[config.mk]
export PLATFORM = sky130hd
export DESIGN_NAME = uart_rx_frontend
export DESIGN_NICKNAME = d
export VERILOG_FILES = /design/src/rtl/uart_rx_frontend.sv
export SDC_FILE = /design/constraint.sdc
export NUM_CORES = 1
export LEC_CHECK = 0
export BUFFER_PORTS_ARGS = -buffer_cell sky130_fd_sc_hd__buf_2
export CORE_MARGIN = 2
export CORE_UTILIZATION = 58
export CTS_CLUSTER_SIZE = 40
export DETAILED_ROUTE_END_ITERATION = 12
export GPL_TIMING_DRIVEN = 0
export PLACE_DENSITY = 0.78
export SYNTH_ARGS = -nofsm -noshare
export SYNTH_HDL_FRONTEND = slang
export SYNTH_SLANG_ARGS = --single-unit
[constraint.sdc]
create_clock -name clk -period 2.09 [get_ports clk]
set_input_delay 0.3135 -clock clk [delete_from_list [all_inputs] [get_ports clk]]
set_output_delay 0.3135 -clock clk [all_outputs]
set_load 0.05 [all_outputs]
[src/rtl/uart_rx_frontend.sv]
// ============================================================================
// uart_rx_frontend
// ----------------------------------------------------------------------------
// Serial receive front end for the com_RxD pin. The asynchronous line is
// synchronised, oversampled at 16x and each bit is decided by a 2-of-3
// majority of the samples at s=7,8,9. 8N1 characters (8E1 when
// UART_RX_PARITY_EN is defined) are deframed LSB first. Each good byte is
// presented through a single-entry valid/ready holding register. Frame,
// overrun and parity problems are reported on sticky error flags.
//
// Optional feature macro: UART_RX_PARITY_EN
//   defined   : an even-parity bit follows the data bits (11-bit frame).
//               A mismatch sets parity_err and the byte is discarded.
//   undefined : 10-bit frame; parity_err is constant 0.
//
// Parameters
//   OSR_DIV      clk cycles per 1/16 bit period (must be >= 2)
//   SYNC_STAGES  synchroniser depth on com_RxD (2..3)
//
// Ports
//   clk          in   system clock, all logic on the rising edge
//   rst          in   synchronous active-high reset
//   com_RxD      in   asynchronous serial line, idle high
//   rx_data      out  received byte, meaningful while rx_valid=1
//   rx_valid     out  holding register full
//   rx_ready     in   consumer accepts; transfer when rx_valid & rx_ready
//   frame_err    out  sticky: stop bit decided 0
//   overrun_err  out  sticky: byte completed while holding register full
//   parity_err   out  sticky: parity mismatch (macro builds only)
//   err_clr      in   clears all sticky flags (a new error wins)
//   busy         out  receiver FSM not idle
// ============================================================================
module uart_rx_frontend #(
    parameter int OSR_DIV     = 27,
    parameter int SYNC_STAGES = 2
) (
    input  logic       clk,
    input  logic       rst,
    input  logic       com_RxD,
    output logic [7:0] rx_data,
    output logic       rx_valid,
    input  logic       rx_ready,
    output logic       frame_err,
    output logic       overrun_err,
    output logic       parity_err,
    input  logic       err_clr,
    output logic       busy
);

    localparam int DIV_W = (OSR_DIV > 2) ? $clog2(OSR_DIV) : 1;
    localparam logic [DIV_W-1:0] DIV_LAST = DIV_W'(OSR_DIV - 1);

    typedef enum logic [2:0] {
        ST_IDLE    = 3'd0,
        ST_START   = 3'd1,
        ST_DATA    = 3'd2,
`ifdef UART_RX_PARITY_EN
        ST_PARITY  = 3'd3,
`endif
        ST_STOP    = 3'd4,
        ST_BRKWAIT = 3'd5
    } state_t;

    // 2-of-3 vote used for every bit decision
    function automatic logic f_majority3(input logic a, input logic b, input logic c);
        return (a & b) | (a & c) | (b & c);
    endfunction

`ifdef UART_RX_PARITY_EN
    // Even parity bit: the value that makes the total count of ones even
    function automatic logic f_even_parity(input logic [7:0] d);
        return ^d;
    endfunction
`endif

    logic [SYNC_STAGES-1:0] r_sync;
    logic                   r_rxd_prev;
    logic [DIV_W-1:0]       r_div;
    state_t                 r_state;
    logic [3:0]             r_s;
    logic [2:0]             r_idx;
    logic [7:0]             r_shift;
    logic [1:0]             r_smp;
    logic                   r_par_bad;
    logic                   r_busy;
    logic [7:0]             r_rx_data;
    logic                   r_rx_valid;
    logic                   r_frame_err;
    logic                   r_overrun_err;
    logic                   r_parity_err;

    logic                   w_rxd;
    logic                   w_fall;
    logic                   w_tick;
    logic                   w_div_restart;
    logic                   w_maj;
    logic                   w_decide;
    logic                   w_bit_end;
    logic [3:0]             w_s_inc;
    state_t                 w_state_nxt;
    logic [3:0]             w_s_nxt;
    logic [2:0]             w_idx_nxt;
    logic [7:0]             w_shift_nxt;
    logic [1:0]             w_smp_nxt;
    logic                   w_par_bad_nxt;
    logic                   w_deliver;
    logic                   w_set_frame;
    logic                   w_set_parity;
    logic                   w_set_overrun;

    assign w_rxd         = r_sync[SYNC_STAGES-1];
    assign w_fall        = r_rxd_prev & ~w_rxd;
    assign w_tick        = (r_div == DIV_LAST);
    assign w_div_restart = (r_state == ST_IDLE) & w_fall;
    // Third vote comes straight from the line at the s=9 decision tick
    assign w_maj         = f_majority3(r_smp[0], r_smp[1], w_rxd);
    assign w_decide      = w_tick & (r_s == 4'd9);
    assign w_bit_end     = w_tick & (r_s == 4'd15);
    assign w_s_inc       = w_tick ? (r_s + 4'd1) : r_s;
    assign w_set_overrun = w_deliver & r_rx_valid & ~rx_ready;

    // Line synchroniser plus one extra flop for falling-edge detection
    always_ff @(posedge clk) begin
        if (rst) begin
            r_sync     <= {SYNC_STAGES{1'b1}};
            r_rxd_prev <= 1'b1;
        end else begin
            r_sync     <= {r_sync[SYNC_STAGES-2:0], com_RxD};
            r_rxd_prev <= w_rxd;
        end
    end

    // Oversampling tick divider, re-phased on a start edge
    always_ff @(posedge clk) begin
        if (rst) begin
            r_div <= {DIV_W{1'b0}};
        end else if (w_div_restart || w_tick) begin
            r_div <= {DIV_W{1'b0}};
        end else begin
            r_div <= r_div + DIV_W'(1);
        end
    end

    // Next-state, datapath and event logic of the deframing FSM
    always_comb begin
        w_state_nxt   = r_state;
        w_s_nxt       = r_s;
        w_idx_nxt     = r_idx;
        w_shift_nxt   = r_shift;
        w_par_bad_nxt = r_par_bad;
        w_deliver     = 1'b0;
        w_set_frame   = 1'b0;
        w_set_parity  = 1'b0;

        // Capture the first two votes of the current bit
        w_smp_nxt = r_smp;
        if (w_tick && (r_s == 4'd7)) begin
            w_smp_nxt[0] = w_rxd;
        end else if (w_tick && (r_s == 4'd8)) begin
            w_smp_nxt[1] = w_rxd;
        end else begin
            w_smp_nxt = r_smp;
        end

        case (r_state)
            ST_IDLE: begin
                if (w_fall) begin
                    w_state_nxt   = ST_START;
                    w_s_nxt       = 4'd0;
                    w_par_bad_nxt = 1'b0;
                end else begin
                    w_state_nxt = ST_IDLE;
                end
            end
            ST_START: begin
                w_s_nxt = w_s_inc;
                // A start bit that votes high is a glitch, not a character
                if (w_decide && w_maj) begin
                    w_state_nxt = ST_IDLE;
                end else if (w_bit_end) begin
                    w_state_nxt = ST_DATA;
                    w_idx_nxt   = 3'd0;
                end else begin
                    w_state_nxt = ST_START;
                end
            end
            ST_DATA: begin
                w_s_nxt = w_s_inc;
                if (w_decide) begin
                    w_shift_nxt[r_idx] = w_maj;
                end else begin
                    w_shift_nxt = r_shift;
                end
                if (w_bit_end && (r_idx == 3'd7)) begin
`ifdef UART_RX_PARITY_EN
                    w_state_nxt = ST_PARITY;
`else
                    w_state_nxt = ST_STOP;
`endif
                    w_idx_nxt = 3'd0;
                end else if (w_bit_end) begin
                    w_idx_nxt = r_idx + 3'd1;
                end else begin
                    w_idx_nxt = r_idx;
                end
            end
`ifdef UART_RX_PARITY_EN
            ST_PARITY: begin
                w_s_nxt = w_s_inc;
                if (w_decide && (w_maj != f_even_parity(r_shift))) begin
                    w_set_parity  = 1'b1;
                    w_par_bad_nxt = 1'b1;
                end else begin
                    w_par_bad_nxt = r_par_bad;
                end
                if (w_bit_end) begin
                    w_state_nxt = ST_STOP;
                end else begin
                    w_state_nxt = ST_PARITY;
                end
            end
`endif
            ST_STOP: begin
                w_s_nxt = w_s_inc;
                // Leave at s=9 so a start edge in the second half of the
                // stop bit is not missed
                if (w_decide && w_maj) begin
                    w_state_nxt = ST_IDLE;
                    w_deliver   = ~r_par_bad;
                end else if (w_decide) begin
                    w_state_nxt = ST_BRKWAIT;
                    w_set_frame = 1'b1;
                    w_s_nxt     = 4'd0;
                end else begin
                    w_state_nxt = ST_STOP;
                end
            end
            ST_BRKWAIT: begin
                // r_s counts consecutive high ticks; any low tick restarts it
                if (w_tick && w_rxd && (r_s == 4'd15)) begin
                    w_state_nxt = ST_IDLE;
                    w_s_nxt     = 4'd0;
                end else if (w_tick && w_rxd) begin
                    w_s_nxt = r_s + 4'd1;
                end else if (w_tick) begin
                    w_s_nxt = 4'd0;
                end else begin
                    w_s_nxt = r_s;
                end
            end
            default: begin
                w_state_nxt = ST_IDLE;
                w_s_nxt     = 4'd0;
            end
        endcase
    end

    // FSM state and bit-timing registers
    always_ff @(posedge clk) begin
        if (rst) begin
            r_state   <= ST_IDLE;
            r_s       <= 4'd0;
            r_idx     <= 3'd0;
            r_shift   <= 8'h00;
            r_smp     <= 2'b00;
            r_par_bad <= 1'b0;
            r_busy    <= 1'b0;
        end else begin
            r_state   <= w_state_nxt;
            r_s       <= w_s_nxt;
            r_idx     <= w_idx_nxt;
            r_shift   <= w_shift_nxt;
            r_smp     <= w_smp_nxt;
            r_par_bad <= w_par_bad_nxt;
            r_busy    <= (w_state_nxt != ST_IDLE);
        end
    end

    // Single-entry holding register; a byte arriving while full and not
    // being drained is dropped so the consumer keeps the older byte
    always_ff @(posedge clk) begin
        if (rst) begin
            r_rx_data  <= 8'h00;
            r_rx_valid <= 1'b0;
        end else if (w_deliver && (!r_rx_valid || rx_ready)) begin
            r_rx_data  <= r_shift;
            r_rx_valid <= 1'b1;
        end else if (r_rx_valid && rx_ready) begin
            r_rx_valid <= 1'b0;
        end else begin
            r_rx_valid <= r_rx_valid;
        end
    end

    // Sticky error flags; a new error takes priority over err_clr
    always_ff @(posedge clk) begin
        if (rst) begin
            r_frame_err   <= 1'b0;
            r_overrun_err <= 1'b0;
            r_parity_err  <= 1'b0;
        end else begin
            r_frame_err   <= (r_frame_err   & ~err_clr) | w_set_frame;
            r_overrun_err <= (r_overrun_err & ~err_clr) | w_set_overrun;
            r_parity_err  <= (r_parity_err  & ~err_clr) | w_set_parity;
        end
    end

    assign rx_data     = r_rx_data;
    assign rx_valid    = r_rx_valid;
    assign frame_err   = r_frame_err;
    assign overrun_err = r_overrun_err;
    assign parity_err  = r_parity_err;
    assign busy        = r_busy;

endmodule

# ---- Word-level counts from Yosys, hierarchy flattened
# Index checks and enable logic that the tools add are counted.
dict set report word_totals {
  register_bits 41
  input_bits 5
  out_inout_bits 13
  word_cells 108
}
dict set report op_classes {
  n_addsub 3
  n_lt_le_gt_ge 2
  n_eq_ne 15
  n_mux 31
  bitwise_logic 20
  n_reduce_logical 22
}
# operator n
set op_table {}
lappend op_table {{two-way mux 4 bit} 7}
lappend op_table {{two-way mux 3 bit} 7}
lappend op_table {{one-hot mux 4 bit (4 select lines)} 1}
lappend op_table {{one-hot mux 3 bit (5 select lines)} 1}
lappend op_table {{bitwise AND 1 bit} 12}
lappend op_table {{equality test 4 bit, second input constant} 3}
lappend op_table {{two-way mux 1 bit} 10}
lappend op_table {{equality test 3 bit, second input constant} 3}
lappend op_table {{logical AND 1 bit} 9}
lappend op_table {{bitwise mux 8 bit} 1}
lappend op_table {{inequality test 2 bit, second input constant} 3}
lappend op_table {{one-hot mux 3 bit (2 select lines)} 1}
lappend op_table {{AND reduction 2 bit} 3}
lappend op_table {{adder 5 x 1 -> 5 bit, second input constant} 1}
lappend op_table {{equality test 5 bit, second input constant} 1}
lappend op_table {{adder 4 x 1 -> 4 bit, second input constant} 1}
lappend op_table {{equality test 4 x 3 -> 1 bit, second input constant} 1}
lappend op_table {{< comparator 3 x 4 -> 1 bit, second input constant} 1}
lappend op_table {{two-way mux 2 bit} 2}
lappend op_table {{inequality test 4 bit, second input constant} 1}
lappend op_table {{NOT 1 bit} 4}
lappend op_table {{OR 1 bit} 4}
lappend op_table {{AND reduction 4 bit} 1}
lappend op_table {{nonzero test 2 bit} 2}
lappend op_table {{11 further kinds} 13}

# ---- Logic depth before layout (Yosys ltp)
# Gate-level depths: netlist of run 1.
dict set report logic_depth {
  word_depth 9
  ltp_mapped 8
  mapped_depth_nobuf 7
}

# ---- Worst setup path before layout of run 1
# No wires, ideal clock.
dict set report synth_path {
  path_kind {register to register}
  startpoint {reg r_div[0]}
  endpoint {reg r_s[2]}
  setup_ps 117
  t_arrival_ps 1605
  required_time_ps 1973
  setup_slack_ps 367
  path_stages_with_launch 8
  n_path_buf 1
  period_less_slack_ps 1723
  path_cell_list {dfxtp_1 -> inv_1 -> ha_1 -> and4b_1 -> buf_4 -> o311ai_0 -> o21ai_0 -> a32o_1}
}
dict set report synth_between {
  elab_chain_len 5
  word_cells_on_any_way 13
  classes_between {eq/ne (2); mux (6); bitwise (1); reduce/logical (4)}
}
# element line_no
set synth_lines {}
lappend synth_lines {{start: declaration} 78} ;# logic [DIV_W-1:0] r_div;
lappend synth_lines {{start signal: assignment} 136} ;# r_div <= {DIV_W{1'b0}};
lappend synth_lines {{start signal: assignment} 138} ;# r_div <= {DIV_W{1'b0}};
lappend synth_lines {{start signal: assignment} 140} ;# r_div <= r_div + DIV_W'(1);
lappend synth_lines {{equality test 5 bit *} 113} ;# assign w_tick = (r_div == DIV_LAST);
lappend synth_lines {{two-way mux 4 bit (tied with other cells)} 119} ;# assign w_s_inc = w_tick ? (r_s + 4'd1) : r_s;
lappend synth_lines {{two-way mux 4 bit (tied with other cells)} 230} ;# end else if (w_decide) begin
lappend synth_lines {{two-way mux 4 bit (tied with other cells)} 227} ;# if (w_decide && w_maj) begin
lappend synth_lines {{one-hot mux 4 bit (4 select lines) or AND reduction 2 bit (tied branches)} n/a}
lappend synth_lines {{end signal: assignment} 270} ;# r_s <= w_s_nxt;
lappend synth_lines {{end: declaration} 80} ;# logic [3:0] r_s;
# Every way passes the cells marked *; elsewhere a longest branch is shown, timed or not.
# A chain may end at the register's enable or synchronous reset.

# ---- Worst setup path after layout of run 1
dict set report layout_path {
  startpoint {reg r_div[0]}
  endpoint {reg r_busy (netlist: busy)}
}
dict set report layout_between {
  elab_chain_len 6
  word_cells_on_any_way 15
  classes_between {eq/ne (1); mux (7); bitwise (2); reduce/logical (5)}
}
# element line_no
set layout_lines {}
lappend layout_lines {{equality test 5 bit *} 113}
lappend layout_lines {{bitwise AND 1 bit (tied with other cells)} 117} ;# assign w_decide = w_tick & (r_s == 4'd9);
lappend layout_lines {{two-way mux 1 bit (tied with other cells)} 230}
lappend layout_lines {{two-way mux 3 bit (tied with other cells)} 227}
lappend layout_lines {{one-hot mux 3 bit (5 select lines) *} 165} ;# case (r_state)
lappend layout_lines {{nonzero test 3 bit *} 275} ;# r_busy <= (w_state_nxt != ST_IDLE);
lappend layout_lines {{end signal: assignment} 275}
lappend layout_lines {{end: declaration} 85} ;# logic r_busy;
# Marked as above.

==> results of run 1 <==
[power groups by stage]
stage | Sequential [mW] | Combinational (mW) | Clock (mW)
2_1_floorplan | 0.819 | 0.0487 | 0
3_3_place_gp | 0.816 | 0.0700 | 0
3_5_place_dp | 0.816 | 0.0699 | 0
4_1_cts | 0.799 | 0.0701 | 0.543
5_1_grt | 0.801 | 0.0781 | 0.574
6_report | 0.799 | 0.0702 | 0.538
[flip-flops by register name, indices dropped and copies added (netlist names), 2 cells and up]
signal,count
r_div,5
r_s,4
r_shift,8
r_state,3
r_smp,2
r_idx,3
r_sync,2
rx_data,8
[through the flow]
step / worst slack [ns] / std cells
final: 0.1398 / 297
after global routing: 0.009581 / 297
after CTS: 0.1522 / 297
after detailed placement: 0.1687 / 289
after global placement: 0.1971 / 289
after floorplan: 0.3672 / 226
[cells by family (layout without fill, tap and decap cells)]
group           Yosys count  after routing
simple gates             97             97
flops                    41             41
compound gates           39             39
buf+inv                  21             46
mux                      16             16
fa+ha+maj                 8              8
xor+xnor                  4              4
[final cells by class]
type	instances	area share [%]
inverters	6	0.9978
repair buffers	17	3.769
multi-input cells	164	48.89
well taps	46	2.550
flip-flops and latches	41	36.36
plain buffers	15	3.659
clock buffers	7	2.439
clock inverters	1	1.330
[critical path: stages, from the launching register on]
cell and delay, ns:
sky130_fd_sc_hd__dfxtp_1 0.35, sky130_fd_sc_hd__inv_1 0.06, sky130_fd_sc_hd__ha_1 0.20, sky130_fd_sc_hd__nand4b_4 0.13
sky130_fd_sc_hd__buf_2 0.21, sky130_fd_sc_hd__nor3_1 0.39, sky130_fd_sc_hd__nand2_1 0.15, sky130_fd_sc_hd__and3b_1 0.22
sky130_fd_sc_hd__a31oi_1 0.17
[Yosys cell counts, drive strengths merged (6+ instances only)]
library cell | number | area [µm²]
clkbuf | 6 | 23.77
mux2i | 16 | 160.2
nor2 | 33 | 123.9
o21ai | 8 | 40.03
inv | 6 | 22.52
a21oi | 15 | 75.07
nand2 | 16 | 60.06
nand3 | 7 | 35.03
buf | 9 | 58.80
ha | 7 | 87.58
dfxtp | 41 | 820.8
[cells in the final DEF (no fill, tap or decap), types with 3 or more instances in the layout]
cell type,n
sky130_fd_sc_hd__dfxtp_1,41
sky130_fd_sc_hd__nor2_1,33
sky130_fd_sc_hd__buf_2,22
sky130_fd_sc_hd__nand2_1,16
sky130_fd_sc_hd__mux2i_1,16
sky130_fd_sc_hd__a21oi_1,15
sky130_fd_sc_hd__o21ai_0,7
sky130_fd_sc_hd__nand3_1,7
sky130_fd_sc_hd__ha_1,7
sky130_fd_sc_hd__inv_1,6
sky130_fd_sc_hd__clkbuf_1,6
sky130_fd_sc_hd__nand3b_1,5
sky130_fd_sc_hd__clkbuf_4,5
sky130_fd_sc_hd__nor2b_1,4
sky130_fd_sc_hd__nand2b_1,4
sky130_fd_sc_hd__nor3_1,4
sky130_fd_sc_hd__or2_2,4
sky130_fd_sc_hd__buf_4,3
sky130_fd_sc_hd__nor3b_2,3
[worst max-delay path by stage]
stage,startpoint,end,slack [ns],cells past startpoint
floorplan,r_div[0]$_SDFF_PP0_,r_s[2]$_SDFFE_PP0P_,0.37,7
global placement,r_div[0]$_SDFF_PP0_,r_shift[1]$_SDFFE_PP0P_,0.20,8
detailed placement,r_div[0]$_SDFF_PP0_,r_shift[1]$_SDFFE_PP0P_,0.17,8
CTS,r_div[0]$_SDFF_PP0_,r_shift[1]$_SDFFE_PP0P_,0.15,8
global route,r_div[0]$_SDFF_PP0_,r_shift[1]$_SDFFE_PP0P_,0.01,8
finish,r_div[0]$_SDFF_PP0_,busy$_SDFF_PP0_,0.14,8
[layer usage]
metal	GRT usage [%]	share of wire, %	wire, µm	up-vias
li1	-	-	-	842
met3	5.357	3.9	147	6
met2	34.71	46	1741	32
met1	27.80	49	1861	746
met4	7.500	1.3	49	0
met5	0	0	0	-
==> flow_summary.yaml, run 1 <==
run_status:
  outcome: "finished, final reports clean"
clock_network:
  cts_max_path_buffers: 2
  ctsHoldBuffers: 0
  clkLatencyLatePin_ns: 0.35
  cts_buffers: 5
  post_cts.resized_instances: 0
  cts_setup_buffers: 0
  worst_path_clk_slew_ns: 0.11
  clock_tree_from_tritoncts: "done"
  ctsHtreeMaxLevel: 2
  count_of_clock_tree_sinks: 41
  clock-root-buffer: "sky130_fd_sc_hd__clkbuf_4"
cells_and_area:
  utilization_pct: 67.64
  seq_area_um2: 820.8
  design_area_um2: 2257
  signed_area_change_from_the_synthesized_netlist_to_the_final_layout_pct: 11.22
  layout.filler_cells: 288
  count_of_inserted_antenna_diode_cells: 0
  drive_above_1_share_pct: 19.12
  multi_input_comb_area_um2: 1104
  number_of_nets_at_the_end_of_the_flow: 262
sta:
  final_period_minus_worst_setup_slack_ns: 1.950
  setup_viol_count_final: 0
  finalHoldWorstSlack_ns: 0.1423
  worst_slew_margin_relative_to_its_limit_pct: 65.15
  rsz0062_at_grt: "no"
  setup-tns-final_ns: 0
  report.final.hold_viol_count: 0
  drv_slew: 0
  fin_worst_skew_ns: 0.01276
  period_share_pct: 93.31
  max_slew.worst_pin.slew_ns: 0.5227
  timing.fmax_mhz: 512.8
synth:
  synth_top_flop_cell: "sky130_fd_sc_hd__dfxtp_1"
  synthArstFlopShare_pct: 0
  post_synth.cell_area_avg_um2: 8.980
  post_syn_nets: 238
  total_of_flip_flops_plus_latches_after_synthesis: 41
  portion_of_the_post_synthesis_area_used_by_sequential_elements_pct: 40.44
  synth-warning-count: 0
  synth_compound_gate_area_share_pct: 12.08
  synth_fa_ha_area_share_pct: 4.809
  synthSimpleGateAreaFrac_pct: 27.87
  post_synth_inst_count: 226
  synth_edf_count: 0
  combinational_family_with_the_most_area_after_synthesis: "simple AND/OR/NAND/NOR gates"
  syn-cell-area_um2: 2029
  synth_xor_xnor_area_share_pct: 1.726
  synthDistinctLibCells: 49
  synth_mux_area_share_pct: 7.891
critical_path:
  worstPathMaxFanout: 10
  critical_path_arrival_ns: 2.22
  timing.critical_path.required_ns: 2.36
  reg2reg_depth: 8
  critical_path_class: "flop to flop"
  cp-end-kind: "flop"
  worst_setup_path_start_kind: "flop"
  regToRegEndpoint: "busy$_SDFF_PP0_"
  startpoint_of_the_lowest_slack_register_to_register_path: "r_div[0]$_SDFF_PP0_"
  reg2reg_slack_ns: 0.14
die:
  design.core.area_um2: 3337
  die_footprint_um2: 3988
  io_pins: 18
  die_h_um: 63.15
  die-width_um: 63.15
  rows: 21
  start_util_pct: 60.82
power_and_ir_drop:
  p_seq_share_pct: 56.8
  design_power_total_mw: 1.407
  irDropWorstVdd_mv: 0.5527
  power_per_cell_area_nw_per_um2: 623.4
  int_power_mw: 1.104
  power.switching_mw: 0.3030
  switching_part_of_the_total_power_pct: 21.53
  power.leakage_nw: 0.9017
  clkPwrFrac_pct: 38.3
  combPwrFrac_pct: 5.0
route:
  routed_wire_length_per_instance_um: 12.79
  vias: 1626
  wl_mm: 3.800
  drt_pre_antenna_iters: 4
  vias_per_cell: 5.475
  initialDrtViolationCount: 100
  route.detailed.drc: 0
  final_antenna_net_count: 0
placement:
  placedInstanceArea_um2: 2172
  count_of_buffers_from_port_buffering: 17
  detailedPlacementHpwl_mm: 2.788
  place.gp.congestion: 0.9197
global_route:
  grt_overflow_total: 0
  grt_start_max_net_pins: 13
  number_of_global_route_vias_before_repair: 1502
  grt_antenna_before_repair: 0
  grt_pass1_wl_mm: 6.748
  grt_use_total_pct: 21.45
min_path:
  hold_class: "input port to flop"
  min_from: "err_clr"
  worst_hold_path.num_cells: 2
  hold_end: "parity_err$_SDFF_PP0_"
job:
  maxCapViolCount: 0
Note: power is estimated with default switching activity, not from simulation.
==> inputs of run 2 (changes only) <==
BUFFER_PORTS_ARGS = not set   (was -buffer_cell sky130_fd_sc_hd__buf_2)
CORE_UTILIZATION = 62   (was 58)
DONT_BUFFER_PORTS = 1   (was not set)
==> flow_summary.yaml, run 2 (synthesized netlist as in run 1, its figures left out) <==
run_status:
  outcome: "finished, final reports clean"
sta:
  layout_setup_ws_ns: 0.1978
  report.final.hold_viol_count: 0
  finalHoldWorstSlack_ns: 0.03222
  final_period_minus_worst_setup_slack_ns: 1.892
  timing.fmax_mhz: 528.5
  setup_viol_count_final: 0
  max_slew.worst_pin.slew_ns: 0.5336
  period_share_pct: 90.53
  drv_slew: 0
  fin_worst_skew_ns: 0.01037
  worst_slew_margin_relative_to_its_limit_pct: 64.38
  rsz0062_at_grt: "no"
  setup-tns-final_ns: 0
die:
  die_footprint_um2: 3747
  rows: 20
  io_pins: 18
  die-width_um: 61.21
  start_util_pct: 65.93
  design.core.area_um2: 3078
  die_h_um: 61.21
placement:
  count_of_buffers_from_port_buffering: 0
  placedInstanceArea_um2: 2085
  place.gp.congestion: 0.9224
  detailedPlacementHpwl_mm: 2.997
  placed_cells: 270
  pre_cts_slack_ns: 0.1620
clock_network:
  count_of_clock_tree_sinks: 41
  clock-root-buffer: "sky130_fd_sc_hd__clkbuf_4"
  cts_buffers: 5
  clock_tree_from_tritoncts: "done"
  worst_path_clk_slew_ns: 0.12
  clkLatencyLatePin_ns: 0.35
  ctsHtreeMaxLevel: 2
  cts_max_path_buffers: 2
global_route:
  number_of_global_route_vias_before_repair: 1634
  grt_use_total_pct: 24.99
  grt_start_max_net_pins: 13
  grt_overflow_total: 0
  grt_antenna_before_repair: 0
  grt_pass1_wl_mm: 6.900
cells_and_area:
  utilization_pct: 70.85
  design_area_um2: 2181
  signed_area_change_from_the_synthesized_netlist_to_the_final_layout_pct: 7.460
  multi_input_comb_area_um2: 1115
  layout.cells.most_common: "sky130_fd_sc_hd__dfxtp_1"
  number_of_nets_at_the_end_of_the_flow: 245
  drive_above_1_share_pct: 13.68
  seq_area_um2: 820.8
  final_cells: 278
  layout.filler_cells: 242
  count_of_inserted_antenna_diode_cells: 0
  layout_common_cells: "sky130_fd_sc_hd__dfxtp_1 (41), sky130_fd_sc_hd__nor2_1 (33), sky130_fd_sc_hd__nand2_1 (16), sky130_fd_sc_hd__mux2i_1 (16), sky130_fd_sc_hd__a21oi_1 (15)"
route:
  route.detailed.drc: 0
  drt_pre_antenna_iters: 4
  vias_per_cell: 5.885
  final_antenna_net_count: 0
  initialDrtViolationCount: 71
  routed_wire_length_per_instance_um: 14.98
  wl_mm: 4.164
  vias: 1636
power_and_ir_drop:
  irDropWorstVdd_mv: 0.6645
  power_per_cell_area_nw_per_um2: 643.2
  power.leakage_nw: 0.8302
  design_power_total_mw: 1.403
critical_path:
  critical_path_arrival_ns: 2.13
  worstPathMaxFanout: 8
  timing.critical_path.slowest_cell_delay_ns: 0.44
  crit_path_cell_trace: "ha_1, and3b_1, nand4_1, nor2b_1, buf_4, mux2i_1, nor2_1"
  cp_num_buf_inv: 1
  critPathSlowestCell: "sky130_fd_sc_hd__dfxtp_1"
  cp-end-kind: "flop"
  worst_setup_path_start_kind: "flop"
  timing.critical_path.required_ns: 2.33
  cpLargestDelayFamily: "simple AND/OR/NAND/NOR gates"
  critical_path_class: "flop to flop"
min_path:
  hold_class: "input port to flop"
job:
  maxCapViolCount: 0
## run 2: path summary, 6_finish.rpt
path,startpoint,to,slack (ns),cells after the start
setup / recovery,r_s[0]$_SDFFE_PP0P_,rx_data[6]$_SDFFE_PP0P_,0.20,7
hold reg to reg,r_sync[0]$_SDFF_PP1_,r_sync[1]$_SDFF_PP1_,0.41,1
setup reg to reg,r_s[0]$_SDFFE_PP0P_,rx_data[6]$_SDFFE_PP0P_,0.20,7
hold / removal,err_clr,parity_err$_SDFF_PP0_,0.03,1
## run 2: routing by layer
metal	GRT usage (%)	routed length, µm	share of wire (%)	vias to the layer above
met5	0	0	0	-
met4	14.29	136	3.3	0
met3	8.193	263	6.3	19
met2	38.91	1948	47	58
met1	30.30	1816	44	755
li1	-	-	-	804
## run 2: power by group
part | switching, mW | internal (mW)
registers | 0.0115 | 0.791
logic | 0.0380 | 0.0244
clock network | 0.252 | 0.286
## run 2: area by class of cell
class                           instances  share of cell area [%]
Tap cell                               44                   2.524
Sequential cell                        41                   37.64
Clock buffer                            7                   2.524
Clock inverter                          1                   1.377
Inverter                                6                   1.033
Multi-Input combinational cell        164                   51.12
Buffer                                 15                   3.787
## run 2: timing repair
item	in CTS	in global routing
setup buffers	0	0
resized for setup	0	2
hold buffers	0	0
endpoints found under the setup margin	0	1
